[src/rtl/mem_arb_pkg.sv]
// Shared types and default parameters for the memory-port arbiter.
package mem_arb_pkg;

    // Arbiter FSM: IDLE accepts a new request, WAIT holds for its response.
    typedef enum logic {
        ARB_IDLE = 1'b0,
        ARB_WAIT = 1'b1
    } arb_state_e;

    // Which requester owns the outstanding transaction.
    typedef enum logic [1:0] {
        OWN_NONE = 2'd0,
        OWN_IF   = 2'd1,
        OWN_D    = 2'd2
    } owner_e;

    // Consecutive data grants tolerated while fetch is waiting.
    localparam int STARVE_MAX_DEF = 4;
    // Cycles allowed from grant to the memory response.
    localparam int TIMEOUT_DEF    = 16;

endpackage

[src/rtl/mem_port_arbiter.sv]
// Shares one memory port between instruction fetch and load/store.
// One outstanding transaction; data has priority except when fetch has
// been starved for STARVE_MAX consecutive data grants. Missing or
// spurious memory responses set a sticky err flag.
//
// Handshake: a requester raises *_req with a stable payload and holds it
// until *_gnt is seen high in a cycle; that cycle is the transfer. The
// response arrives later as a single-cycle *_rvalid pulse with *_rdata.
// On the memory side m_req is a one-cycle command (no ready), and
// m_rvalid is a single-cycle response to the outstanding command.
module mem_port_arbiter
    import mem_arb_pkg::*;
#(
    parameter int ADDR_W     = 32,
    parameter int DATA_W     = 32,
    parameter int STARVE_MAX = STARVE_MAX_DEF,
    parameter int TIMEOUT    = TIMEOUT_DEF
) (
    input  logic                clk,
    input  logic                rst,

    input  logic                if_req,
    input  logic [ADDR_W-1:0]   if_addr,
    output logic                if_gnt,
    output logic                if_rvalid,
    output logic [DATA_W-1:0]   if_rdata,

    input  logic                d_req,
    input  logic                d_we,
    input  logic [DATA_W/8-1:0] d_be,
    input  logic [ADDR_W-1:0]   d_addr,
    input  logic [DATA_W-1:0]   d_wdata,
    output logic                d_gnt,
    output logic                d_rvalid,
    output logic [DATA_W-1:0]   d_rdata,

    output logic                m_req,
    output logic                m_we,
    output logic [DATA_W/8-1:0] m_be,
    output logic [ADDR_W-1:0]   m_addr,
    output logic [DATA_W-1:0]   m_wdata,
    input  logic                m_rvalid,
    input  logic [DATA_W-1:0]   m_rdata,

    output logic                err
);

    localparam int BE_W = DATA_W / 8;
    localparam int SW   = $clog2(STARVE_MAX + 1);
    localparam int CW   = $clog2(TIMEOUT + 1);

    localparam logic [SW-1:0] STREAK_MAX = SW'(STARVE_MAX);
    localparam logic [CW-1:0] CNT_INIT   = CW'(TIMEOUT);

    arb_state_e      state_q,  state_d;
    owner_e          owner_q,  owner_d;
    logic [SW-1:0]   streak_q, streak_d;
    logic [CW-1:0]   cnt_q,    cnt_d;
    logic            err_q,    err_d;

    logic            fetch_forced;

    // Both sides may see the memory data; only the owner gets rvalid.
    assign if_rdata = m_rdata;
    assign d_rdata  = m_rdata;
    assign err      = err_q;

    // Fetch overrides data only once it has lost STARVE_MAX grants in a row.
    assign fetch_forced = if_req && d_req && (streak_q == STREAK_MAX);

    // Arbitration, memory command mux, response routing and timeout.
    always_comb begin
        state_d   = state_q;
        owner_d   = owner_q;
        streak_d  = streak_q;
        cnt_d     = cnt_q;
        err_d     = err_q;
        if_gnt    = 1'b0;
        d_gnt     = 1'b0;
        if_rvalid = 1'b0;
        d_rvalid  = 1'b0;
        m_req     = 1'b0;
        m_we      = 1'b0;
        m_be      = '0;
        m_addr    = '0;
        m_wdata   = '0;

        case (state_q)
            ARB_IDLE: begin
                // No transaction is outstanding, so any response is a fault.
                if (m_rvalid) begin
                    err_d = 1'b1;
                end
                if (d_req && !fetch_forced) begin
                    d_gnt    = 1'b1;
                    m_req    = 1'b1;
                    m_we     = d_we;
                    m_be     = d_be;
                    m_addr   = d_addr;
                    m_wdata  = d_wdata;
                    owner_d  = OWN_D;
                    state_d  = ARB_WAIT;
                    cnt_d    = CNT_INIT;
                    if (!if_req) begin
                        streak_d = '0;
                    end else if (streak_q != STREAK_MAX) begin
                        streak_d = streak_q + SW'(1);
                    end
                end else if (if_req) begin
                    if_gnt   = 1'b1;
                    m_req    = 1'b1;
                    m_we     = 1'b0;
                    m_be     = {BE_W{1'b1}};
                    m_addr   = if_addr;
                    owner_d  = OWN_IF;
                    state_d  = ARB_WAIT;
                    cnt_d    = CNT_INIT;
                    streak_d = '0;
                end
            end

            ARB_WAIT: begin
                // A response on the last allowed cycle still counts as normal.
                if (m_rvalid) begin
                    if_rvalid = (owner_q == OWN_IF);
                    d_rvalid  = (owner_q == OWN_D);
                    state_d   = ARB_IDLE;
                    owner_d   = OWN_NONE;
                end else if (cnt_q <= CW'(1)) begin
                    err_d   = 1'b1;
                    state_d = ARB_IDLE;
                    owner_d = OWN_NONE;
                    cnt_d   = '0;
                end else begin
                    cnt_d = cnt_q - CW'(1);
                end
            end

            default: begin
                state_d = ARB_IDLE;
                owner_d = OWN_NONE;
            end
        endcase

        // While rst is high no handshake may be seen by either side.
        if (rst) begin
            if_gnt    = 1'b0;
            d_gnt     = 1'b0;
            if_rvalid = 1'b0;
            d_rvalid  = 1'b0;
            m_req     = 1'b0;
        end
    end

    // State registers with synchronous reset; reset abandons any transaction.
    always_ff @(posedge clk) begin
        if (rst) begin
            state_q  <= ARB_IDLE;
            owner_q  <= OWN_NONE;
            streak_q <= '0;
            cnt_q    <= '0;
            err_q    <= 1'b0;
        end else begin
            state_q  <= state_d;
            owner_q  <= owner_d;
            streak_q <= streak_d;
            cnt_q    <= cnt_d;
            err_q    <= err_d;
        end
    end

endmodule

[config.mk]
export PLATFORM = sky130hd
export DESIGN_NAME = mem_port_arbiter
export DESIGN_NICKNAME = d
export VERILOG_FILES = /design/src/rtl/mem_arb_pkg.sv /design/src/rtl/mem_port_arbiter.sv
export SDC_FILE = /design/constraint.sdc
export NUM_CORES = 1
export LEC_CHECK = 0
export BUFFER_PORTS_ARGS = -buffer_cell sky130_fd_sc_hd__buf_4
export CAP_MARGIN = 20
export CELL_PAD_IN_SITES_DETAIL_PLACEMENT = 1
export CELL_PAD_IN_SITES_GLOBAL_PLACEMENT = 1
export CORE_AREA = 2 2 106 108
export CTS_CLUSTER_DIAMETER = 60
export DETAILED_ROUTE_END_ITERATION = 6
export DIE_AREA = 0 0 108 110
export GPL_TIMING_DRIVEN = 1
export PLACE_DENSITY_LB_ADDON = 0.1
export REMOVE_ABC_BUFFERS = 1
export SLEW_MARGIN = 20
export SYNTH_ARGS = -nofsm -noshare
export SYNTH_HDL_FRONTEND = slang
export SYNTH_SLANG_ARGS = --single-unit
[constraint.sdc]
create_clock -name clk -period 2 [get_ports clk]
set_input_delay 0.1 -clock clk [delete_from_list [all_inputs] [get_ports clk]]
set_output_delay 0.1 -clock clk [all_outputs]
set_load 0.02 [all_outputs]
Yosys cells after proc, flatten, opt, wreduce, memory -nomap -nowiden
Index checks and enable logic that the tools add are counted.
{ "word_totals": {"inputBits": 138, "regBits": 12} }
{ "op_classes": {"mux": 47, "reduce_logical": 9, "addsub": 2, "order_cmp": 1, "bitwise": 1, "eq_ne": 10} }
{ "ops": {"columns": ["operator", "count"], "rows": [
  ["$mux 32", 5],
  ["$mux 1", 23],
  ["$mux 5", 4],
  ["$mux 3", 4],
  ["$mux 4", 3],
  ["$pmux 5 s2", 1],
  ["$mux 2", 4],
  ["$ne 3x2->1 const B", 2],
  ["$ne 3x3->1 const B", 2],
  ["$reduce_and 3->1", 2],
  ["$le 5x1->1 const B", 1],
  ["$sub 5x1->5 const B", 1],
  ["$ne 2x2->1 const B", 2],
  ["$pmux 1 s2", 2],
  ["$pmux 2 s2", 1],
  ["$reduce_and 2->1", 2],
  ["$add 3x1->3 const B", 1],
  ["$eq 3x3->1 const B", 1],
  ["$logic_and 1x1->1", 3],
  ["$eq 2x1->1 const B", 1],
  ["$eq 2x2->1 const B", 1],
  ["$ne 2x1->1 const B", 1],
  ["$reduce_bool 2->1", 1],
  ["$logic_not 1->1", 1],
  ["$not 1->1", 1]
]} }

Depth between registers and ports, before layout
Gate-level depths: netlist of the first run.
{ "depth": {"depth_word": 7, "depth_mapped": 7, "depth_no_buf": 5} }

Worst setup path before layout of the first run
No wires, ideal clock.
{ "synth_timing": {"path_kind": "register -> output", "start": "register streak_q[0]", "end": "output port m_addr[25]", "path_stages_with_launch": 7, "t_arrival_ns": 1.436, "path_buffers": 1, "required_time_ns": 1.900, "slack_ns": 0.464, "cell_sequence": "dfxtp_1 inv_1 ha_1 a21boi_1 nor2_4 buf_2 a22o_1"} }
{ "synth_between": {"elab_chain_cells": 6} }
{ "synth_rtl": {"columns": ["item", "line_no", "text"], "rows": [
  ["start, declared", "mem_port_arbiter.sv:57", "logic [SW-1:0] streak_q, streak_d;"],
  ["start signal, assigned", "mem_port_arbiter.sv:166", "streak_q <= streak_d;"],
  ["$eq 3x3->1", "mem_port_arbiter.sv:69", "assign fetch_forced = if_req && d_req && (streak_q == STREAK_MAX);"],
  ["$logic_and 1x1->1", "mem_port_arbiter.sv:69", null],
  ["$logic_not 1->1", "mem_port_arbiter.sv:94", "if (d_req && !fetch_forced) begin"],
  ["$logic_and 1x1->1", "mem_port_arbiter.sv:94", null],
  ["$mux 32", "mem_port_arbiter.sv:94", null],
  ["$mux 32", "mem_port_arbiter.sv:88", "case (state_q)"],
  ["end, declared", "mem_port_arbiter.sv:40", "output logic [ADDR_W-1:0] m_addr,"]
]} }
Every way passes these cells.

Worst setup path in the final report of the first run
Ends and elaborated chain as after synthesis.

==> flow_summary.yaml, run 1 <==
route:
  ant_nets: 0
  post_drt_wl_per_cell_um: 28.8
  wl_mm: 13.9
  drc: 0
  drtPass1Iterations: 5
  via_count: 2334
  first_iter_violations: 174
  viasPerCell: 4.83
min_path:
  min_from: "m_rvalid"
  hp-class: "in -> reg"
  hold_depth: 3
  whs_endpoint: "err"
synthesis:
  synthAdderAreaFrac_pct: 2.80
  yosys-mux-area-fraction_pct: 0
  synth_ff_type: "dfxtp_1"
  syn_area_per_cell_um2: 7.82
  synthCells: 229
  ys_types: 39
  synth_warnings: 0
  synth_xor_xnor_area_share_pct: 0.489
  synth_edf_count: 0
  synth-compound-area-share_pct: 27.8
  synthArstFlopShare_pct: 0
  ys_ff_latch: 12
  synth_area_um2: 1790
  synthSimpleGateAreaFrac_pct: 22.1
  yosysSeqAreaShare_pct: 13.4
  synth_top_family_by_area: "buffers and inverters"
cells_and_area:
  layout.cells.non_filler: 483
  fill_cells: 1345
  final_nets: 486
  antenna_cells: 0
  area_delta_synth_final_pct: 63.2
  utilization_pct: 27.3
  drive_gt1_share_pct: 58.3
global_route:
  antenna_found_initial: 0
  grt_pass1_vias: 2359
  grt_max_degree: 38
  grt_pass1_wl_mm: 18.3
  grtUsageTotal_pct: 22.2
  grt.overflow.total: 0
clock_network:
  path_clk_slew_ns: 0.06
  clock-sinks: 12
  cts_tree: "built"
  cts_buffer_depth: 2
  cts-buffers-inserted: 3
  insertion_delay_ns: 0.25
  ctsHoldBuffers: 0
  cts_root_buf: "clkbuf_8"
  htree_num_levels: 1
job:
  cap_violations: 0
worst_setup_path:
  critPathKind: "reg -> out"
  cp_slowest_stage_delay_ns: 0.33
  startpoint_type: "register"
  cp.required_ns: 1.90
  cp.arrival_ns: 1.78
  crit_path_top_delay_cell: "dfxtp_1"
  reg2reg_depth: 7
  cp_max_fo: 36
  cp_cell_sequence: "inv_1, ha_2, nand3_2, and2_1, buf_8, a22o_1, buf_4"
  worst_setup_path_end_kind: "output port"
  r2r-end: "owner_q[0]"
  r2r_slack_ns: 0.34
  r2r_start: "streak_q[0]"
timing:
  max_freq_ghz: 0.532
  worstMarginPinSlew_ns: 0.530
  final_max_slew_viol_count: 0
  max_slew_margin_pct: 64.4
  tns_ns: 0
  fin_skew_ns: 0.00652
  hold_violations: 0
  setup_viol: 0
  period_share_pct: 94.1
  grt_setup_unrepaired: "no"
  layout_min_cycle_time_ns: 1.88
  whs_ns: 0.155
die:
  rows: 38
  die_area_um2: 11900
  fp.dieW_um: 108
  core_um2: 10700
  start_util_pct: 16.7
  pin_count: 277
  die_h_um: 110
place:
  place_inst: 473
  portBuffers: 180
  hpwl_mm: 11.7
  place.gp.congestion: 0.876
pwr:
  power_w: 0.00130
  power_leakage_nw: 1.58
  vdd_drop_max_mv: 0.257
  power_density_nw_per_um2: 444
outcome:
  status: "finished, final reports clean"
==> cell usage after synthesis (2+ instances only) <==
master / count / area [um^2]
o21ai_0: 2 / 10.0
ha_1: 4 / 50.1
buf_6: 4 / 45.0
buf_4: 64 / 480
dfxtp_1: 12 / 240
nor2_1: 4 / 15.0
nor4b_1: 3 / 26.3
nand2b_1: 4 / 25.0
nand2_1: 6 / 22.5
clkbuf_1: 7 / 26.3
and3_1: 33 / 206
buf_2: 4 / 20.0
nor3b_1: 2 / 15.0
a21oi_1: 8 / 40.0
inv_1: 6 / 22.5
o21bai_1: 2 / 15.0
a21o_1: 6 / 45.0
nand4_1: 2 / 12.5
a22o_1: 33 / 289
nor3_1: 3 / 15.0
a2111oi_0: 2 / 17.5
==> repair_timing <==
action                                  4_1_cts  5_1_grt
resized for setup                             4        2
endpoints found under the setup margin       36       35
cloned                                        1        0
pin swaps                                     1        2
setup buffers                                 3        2
==> logic make-up after synthesis <==
logic type | count (synthesis)
adders and majority gates | 4
xor gates and xnor gates | 1
and+or+nand+nor | 64
buffers and inverters | 86
AOI/OAI and AO/OA | 62
DFF | 12
==> worst max-delay path, delay by kind of cell (launching register included) <==
family,cells,cell delay [ns]
DFF,1,0.33
adders and majority gates,1,0.24
and+or+nand+nor,2,0.26
buffers and inverters,3,0.42
AOI/OAI and AO/OA,1,0.28
==> cells in the final DEF (no fill, tap or decap), types with 3 or more instances in the layout <==
cell,n
nor2_1,4
clkbuf_8,4
ha_1,3
nor3_1,3
nand2_1,6
dfxtp_1,12
nand2b_1,4
and3_1,33
buf_4,186
nor4b_1,3
inv_1,6
a21oi_1,8
a22o_1,33
a21o_1,6
==> metal layers <==
metal	track usage [%]	share of wire, %
met5	4.46	0
met1	26.1	38
met2	32.4	42
met4	4.76	2.4
met3	15.9	18
==> area by class of cell <==
class	count	area (um^2)	share of cell area, %
inverter	6	22.5	0.771
clock buffer	4	55.1	1.88
sequential	12	240	8.22
multi-input combinational	132	977	33.4
timing repair buffer	189	1450	49.7
tap	140	175	6.00
==> where the power goes <==
group / internal (W) / total, W / leakage, nW / switching (W)
Clock: 0.000174 / 0.000271 / 0.0288 / 0.0000972
Sequential: 0.000253 / 0.000264 / 0.0981 / 0.0000112
Combinational: 0.000383 / 0.000762 / 1.45 / 0.000379
==> metrics by stage <==
step | area [um^2] | setup WS, ns
after floorplan | 1210 | -0.540
after global placement | 2770 | -0.0227
after detailed placement | 2770 | -0.0444
after CTS | 2890 | 0.0309
after global routing | 2920 | 0.0254
final | 2920 | 0.119
==> registers in the layout, summed over array words and instances, names as in the netlist <==
signal	count
cnt_q	5
err	1
owner_q	2
state_q	1
streak_q	3
==> how the worst max path moves through the flow <==
| stage | from | end | slack, ns | cells past startpoint |
|---|---|---|---|---|
| final | streak_q[0] | m_addr[25] | 0.12 | 7 |
| after global routing | streak_q[0] | m_addr[25] | 0.03 | 7 |
| after CTS | streak_q[0] | m_addr[25] | 0.03 | 7 |
| after detailed placement | streak_q[0] | m_addr[25] | -0.04 | 6 |
| after global placement | streak_q[0] | m_addr[25] | -0.02 | 6 |
| after floorplan | state_q | m_addr[0] | -0.54 | 3 |
Note: power is estimated with default switching activity, not from simulation.
==> run 2, diff against run 1 <==
- clock period: 2 -> 1.8 ns (I/O delays scaled with it)
==> run 2 against run 1 <==
Compared with the run above:
- the flow now finishes with violations (negative setup slack)
- cell count grew 2.5%
- global-route usage grew 0.59 points
- wire length grew 4.4%
- setup slack lost 0.14 ns
- core utilization grew 2.9 points
- non-clock buffer count grew 11
- cell area grew 11%
- sequential share of layout area shrank 0.71 points
- clock skew shrank 0.0057 ns
- via count grew 2.3%
- register-to-register slack lost 0.14 ns
- total power grew 21%
- largest power group unchanged
==> flow_summary.yaml, run 2 (synthesis gave the netlist of run 1 again) <==
outcome:
  status: "finished, violations left"
  failed_checks: "negative setup slack"
clock_network:
  htree_num_levels: 1
  path_clk_slew_ns: 0.06
  cts-buffers-inserted: 3
  insertion_delay_ns: 0.24
  cts_buffer_depth: 2
  clock-sinks: 12
  cts_root_buf: "clkbuf_8"
  ctsHoldBuffers: 0
  cts_tree: "built"
pwr:
  pwr-share-comb_pct: 61.6
  power_density_nw_per_um2: 487
  power_leakage_nw: 1.70
  vdd_drop_max_mv: 0.246
  p_clk_share_pct: 19.8
  p_sw_w: 0.000591
  switching_share_pct: 37.6
  p_int_w: 0.000981
  sequentialPowerShare_pct: 18.6
  power_w: 0.00157
timing:
  layout_min_cycle_time_ns: 1.82
  setup_viol: 14
  tns_ns: -0.102
  fin_skew_ns: 0.000814
  worstMarginPinSlew_ns: 0.478
  setup_slack_ns: -0.0227
  period_share_pct: 101
  max_freq_ghz: 0.549
  hold_violations: 0
  final_max_slew_viol_count: 0
  max_slew_margin_pct: 67.9
  grt_setup_unrepaired: "yes"
worst_setup_path:
  critPathKind: "reg -> out"
  cp.required_ns: 1.71
  r2r_slack_ns: 0.20
  cp.arrival_ns: 1.73
  cp_max_fo: 19
  worst_setup_path_end_kind: "output port"
  startpoint_type: "register"
route:
  first_iter_violations: 121
  post_drt_wl_per_cell_um: 29.4
  wl_mm: 14.5
  drtPass1Iterations: 4
  ant_nets: 0
  drc: 0
  via_count: 2387
  viasPerCell: 4.82
global_route:
  grt.overflow.total: 0
  grt_max_degree: 38
  antenna_found_initial: 0
  grtUsageTotal_pct: 22.8
  grt_pass1_vias: 2356
  grt_pass1_wl_mm: 18.7
cells_and_area:
  layout_common_cells: "buf_4, buf_6, and3_1, a22o_1, dfxtp_1"
  antenna_cells: 0
  regMostFlops: "cnt_q"
  reg_top3: "cnt_q: 5 flops, streak_q: 3 flops, owner_q: 2 flops"
  layout.cells.non_filler: 495
  largest_reg_flops: 5
  final_nets: 498
  final_common_cell: "buf_4"
  area_delta_synth_final_pct: 80.5
  drive_gt1_share_pct: 61.4
place:
  place_inst: 476
  portBuffers: 180
  hpwl_mm: 11.9
  place.gp.congestion: 0.879
die:
  start_util_pct: 16.7
  fp.dieW_um: 108
  pin_count: 277
  die_area_um2: 11900
  die_h_um: 110
  rows: 38
  core_um2: 10700
job:
  cap_violations: 0
min_path:
  hp-class: "in -> reg"
run 2: changes by cell type in the layout (fill, tap and decap cells not counted), moves of 2 or more:
cell / delta
inv_2: +2
dfxtp_1: -2
buf_4: -27
inv_1: -2
buf_6: +36
dfxtp_2: +2
buf_16: +2
run 2: path summary, 6_finish.rpt:
| kind | depth (start not counted) | endpoint | start |
|---|---|---|---|
| worst max-delay path | 9 | m_addr[25] | streak_q[0] |
| worst min-delay path | 3 | err | m_rvalid |
| worst max register to register | 8 | owner_q[0] | streak_q[0] |
| worst min register to register | 2 | err | err |
run 2: power by group through the flow:
| stage | registers (W) | logic (W) | clock network [W] |
|---|---|---|---|
| 2_1_floorplan | 0.000300 | 0.000360 | 0 |
| 3_3_place_gp | 0.000298 | 0.000828 | 0 |
| 3_5_place_dp | 0.000298 | 0.000824 | 0 |
| 4_1_cts | 0.000293 | 0.000906 | 0.000316 |
| 5_1_grt | 0.000295 | 0.00102 | 0.000330 |
| 6_report | 0.000293 | 0.000968 | 0.000311 |
run 2: per-stage QoR:
stage | setup WS [ns] | util (%) | hold WS [ns] | instance area [um^2]
after floorplan | -0.730 | - | 0.159 | 1210
after global placement | -0.155 | 26.2 | 0.180 | 2810
after detailed placement | -0.147 | 26.2 | 0.180 | 2810
after CTS | -0.00695 | 28.7 | 0.136 | 3070
after global routing | -0.0779 | 30.2 | 0.171 | 3230
final | -0.0227 | 30.2 | 0.134 | 3230
run 2: timing repair:
item | CTS | global route
endpoints found under the setup margin | 39 | 55
resized for setup | 27 | 24
pin swaps | 9 | 6
cloned | 3 | 3
buffers inserted | 5 | 4
run 2: routing by layer:
metal / routed length, um / vias up / track usage (%)
met5: 0 / - / 4.46
met4: 496 / 0 / 7.14
met3: 2170 / 20 / 14.6
met2: 6110 / 209 / 32.6
met1: 5770 / 1132 / 27.5
li1: - / 1026 / -
run 2: area by class of cell:
| class | count | area (um^2) |
|---|---|---|
| multi-input combinational | 133 | 1020 |
| timing repair buffer | 200 | 1720 |
| inverter | 6 | 22.5 |
| clock buffer | 4 | 55.1 |
| fill | 1291 | 7470 |
| tap | 140 | 175 |
| sequential | 12 | 243 |
run 2: worst max-delay path, cell delays in order (launching register included):
cell and delay [ns]:
dfxtp_2 0.34, inv_2 0.06, ha_4 0.16, buf_6 0.11, a21boi_4 0.13, buf_6 0.12
nor2_4 0.03, buf_12 0.17, a22o_4 0.23, buf_6 0.13
==> run 3, diff against run 2 <==
- BUFFER_PORTS_ARGS: -buffer_cell sky130_fd_sc_hd__buf_4 -> -buffer_cell sky130_fd_sc_hd__buf_2
==> run 3 against run 2 <==
Compared with the run above:
- the run still ends with negative setup slack left
- sequential power about the same
- core utilization decreased by 5.3 points
- clock power decreased by 16%
- count of clock-buffer cells in the layout decreased by 1
- register-to-register slack got worse by 0.05 ns
- worst hold slack improved by 0.014 ns
- cell count decreased by 1.0%
- via count increased by 1.3%
- total power decreased by 14%
- setup slack improved by 0.010 ns
- wire length decreased by 1.2%
- cell area decreased by 18%
- highest routed layer is now met5
==> flow_summary.yaml, run 3 (synthesis gave the netlist of run 1 again) <==
global_route:
  grt.met1_usage_pct: 25.2
  use_met3_pct: 16.2
  grtUsageTotal_pct: 22.2
  grt.overflow.total: 0
  gr-usage-met2_pct: 31.5
  grt_max_degree: 38
  busiest_layer: "met2"
  grt_pass1_vias: 2346
  antenna_found_initial: 0
  grt_pass1_wl_mm: 18.2
pwr:
  pwr-share-comb_pct: 59.0
  p_int_w: 0.000779
  p_sw_w: 0.000570
  vdd_drop_max_mv: 0.195
  switching_share_pct: 42.3
  p_clk_share_pct: 19.3
  sequentialPowerShare_pct: 21.8
  power_leakage_nw: 1.53
  power_density_nw_per_um2: 507
route:
  drtPass1Iterations: 4
  post_drt_wl_per_cell_um: 29.3
  first_iter_violations: 177
  via_count: 2417
  drc: 0
  viasPerCell: 4.93
  ant_nets: 0
  wl_mm: 14.4
clock_network:
  cts_tree: "built"
  ctsHoldBuffers: 0
  insertion_delay_ns: 0.24
  cts_root_buf: "clkbuf_8"
  cts-buffers-inserted: 3
  path_clk_slew_ns: 0.06
  cts_buffer_depth: 2
  htree_num_levels: 1
  clock-sinks: 12
min_path:
  whs_endpoint: "err"
  hold_depth: 3
  min_from: "m_rvalid"
  hp-class: "in -> reg"
worst_setup_path:
  r2r_slack_ns: 0.15
  worst_setup_path_end_kind: "output port"
  cp.required_ns: 1.71
  critPathKind: "reg -> out"
  crit_path_top_delay_cell: "dfxtp_2"
  r2r-end: "owner_q[0]"
  r2r_start: "streak_q[1]"
  cp.arrival_ns: 1.72
  reg2reg_depth: 8
  cp_max_fo: 19
  cp_num_buf_inv: 4
  cp_slowest_stage_delay_ns: 0.35
  startpoint_type: "register"
  cp_top_family: "buffers and inverters"
  cp_common_cell: "buf_6"
  cp_cell_sequence: "inv_2, ha_4, buf_6, a21boi_4, nor2_4, buf_12, a22o_4, buf_6"
die:
  core_um2: 10700
  die_h_um: 110
  rows: 38
  pin_count: 277
  fp.dieW_um: 108
  die_area_um2: 11900
  start_util_pct: 16.7
cells_and_area:
  area_delta_synth_final_pct: 48.6
  antenna_cells: 0
  layout.cells.non_filler: 490
  reg_top3: "cnt_q: 5 flops, streak_q: 3 flops, owner_q: 2 flops"
  multi_input_area_um2: 1020
  largest_reg_flops: 5
  fill_cells: 1341
  postLayoutCellArea_um2: 2660
  final_nets: 494
  regMostFlops: "cnt_q"
  layout_common_cells: "buf_2, and3_1, a22o_1, buf_6, dfxtp_1"
  drive_gt1_share_pct: 60.9
  final_common_cell: "buf_2"
  regArea_um2: 243
timing:
  layout_min_cycle_time_ns: 1.81
  max_freq_ghz: 0.552
  grt_setup_unrepaired: "yes"
  fin_skew_ns: 0.00166
  period_share_pct: 101
  max_slew_margin_pct: 62.9
  final_max_slew_viol_count: 0
  worstMarginPinSlew_ns: 0.556
  hold_violations: 0
  setup_slack_ns: -0.0127
  setup_viol: 18
place:
  place.gp.congestion: 0.904
  place_area_um2: 2360
  portBuffers: 180
  hpwl_mm: 11.6
  place_inst: 477
job:
  cap_violations: 0
outcome:
  failed_checks: "negative setup slack"
  status: "finished, violations left"
==> run 3: cell count changes in the layout (fill, tap and decap cells not counted) <==
cell / before / now
buf_12: 2 / 3
buf_6: 36 / 12
buf_16: 2 / 1
buf_2: 0 / 171
buf_4: 159 / 7
clkbuf_8: 4 / 3
nor2_2: 0 / 1
==> run 3: worst max path at each step <==
stage	startpoint	endpoint	slack, ns	cells after the start
after global routing	streak_q[1]	m_addr[30]	-0.08	8
after floorplan	state_q	m_addr[0]	-0.73	3
after detailed placement	streak_q[0]	m_addr[25]	-0.18	6
final	streak_q[1]	m_addr[25]	-0.01	8
after CTS	streak_q[1]	m_addr[9]	-0.008	8
after global placement	streak_q[0]	m_addr[25]	-0.13	6
==> run 3: layout make-up <==
class	instances	share of cell area [%]
Multi-Input combinational cell	134	38.5
Timing Repair Buffer	195	43.4
Tap cell	140	6.58
Clock buffer	3	1.55
Inverter	6	0.846
Sequential cell	12	9.12
==> run 3: worst reg2reg max path, delay by kind of cell (launching register included) <==
kind	cells	cell delay (ns)
AOI/OAI and AO/OA	2	0.47
adders and majority gates	1	0.16
buffers and inverters	4	0.50
DFF	1	0.35
and+or+nand+nor	1	0.07
==> run 3: per-stage QoR <==
step                      total power (W)  hold slack (ns)  setup slack (ns)  TNS (ns)  util [%]
after floorplan                  0.000661            0.159            -0.730    -26.09         -
after global placement           0.000991            0.180            -0.131     -1.92      22.1
after detailed placement         0.000990            0.180            -0.184     -3.88      22.1
after CTS                         0.00131            0.145          -0.00800   -0.0316      23.6
after global routing              0.00142            0.180           -0.0793     -1.79      24.9
final                             0.00135            0.148           -0.0127   -0.0656      24.9
==> run 3: metal layers <==
metal	up-vias	part of all wire [%]
met3	26	17
met5	-	0.29
met4	2	4.2
met1	1122	37
li1	1020	-
met2	247	41
==> run 3: power by group through the flow <==
stage / logic, W / clock network, W / registers, W
after floorplan: 0.000360 / 0 / 0.000300
after global placement: 0.000693 / 0 / 0.000298
after detailed placement: 0.000691 / 0 / 0.000299
after CTS: 0.000743 / 0.000269 / 0.000294
after global routing: 0.000844 / 0.000282 / 0.000295
final: 0.000795 / 0.000260 / 0.000294
==> run 3: timing repair <==
item	4_1_cts	5_1_grt
endpoints found under the hold margin	0	0
buffers inserted	2	3
endpoints found under the setup margin	60	46
pin swaps	4	2
cloned	2	3
resized for setup	18	19
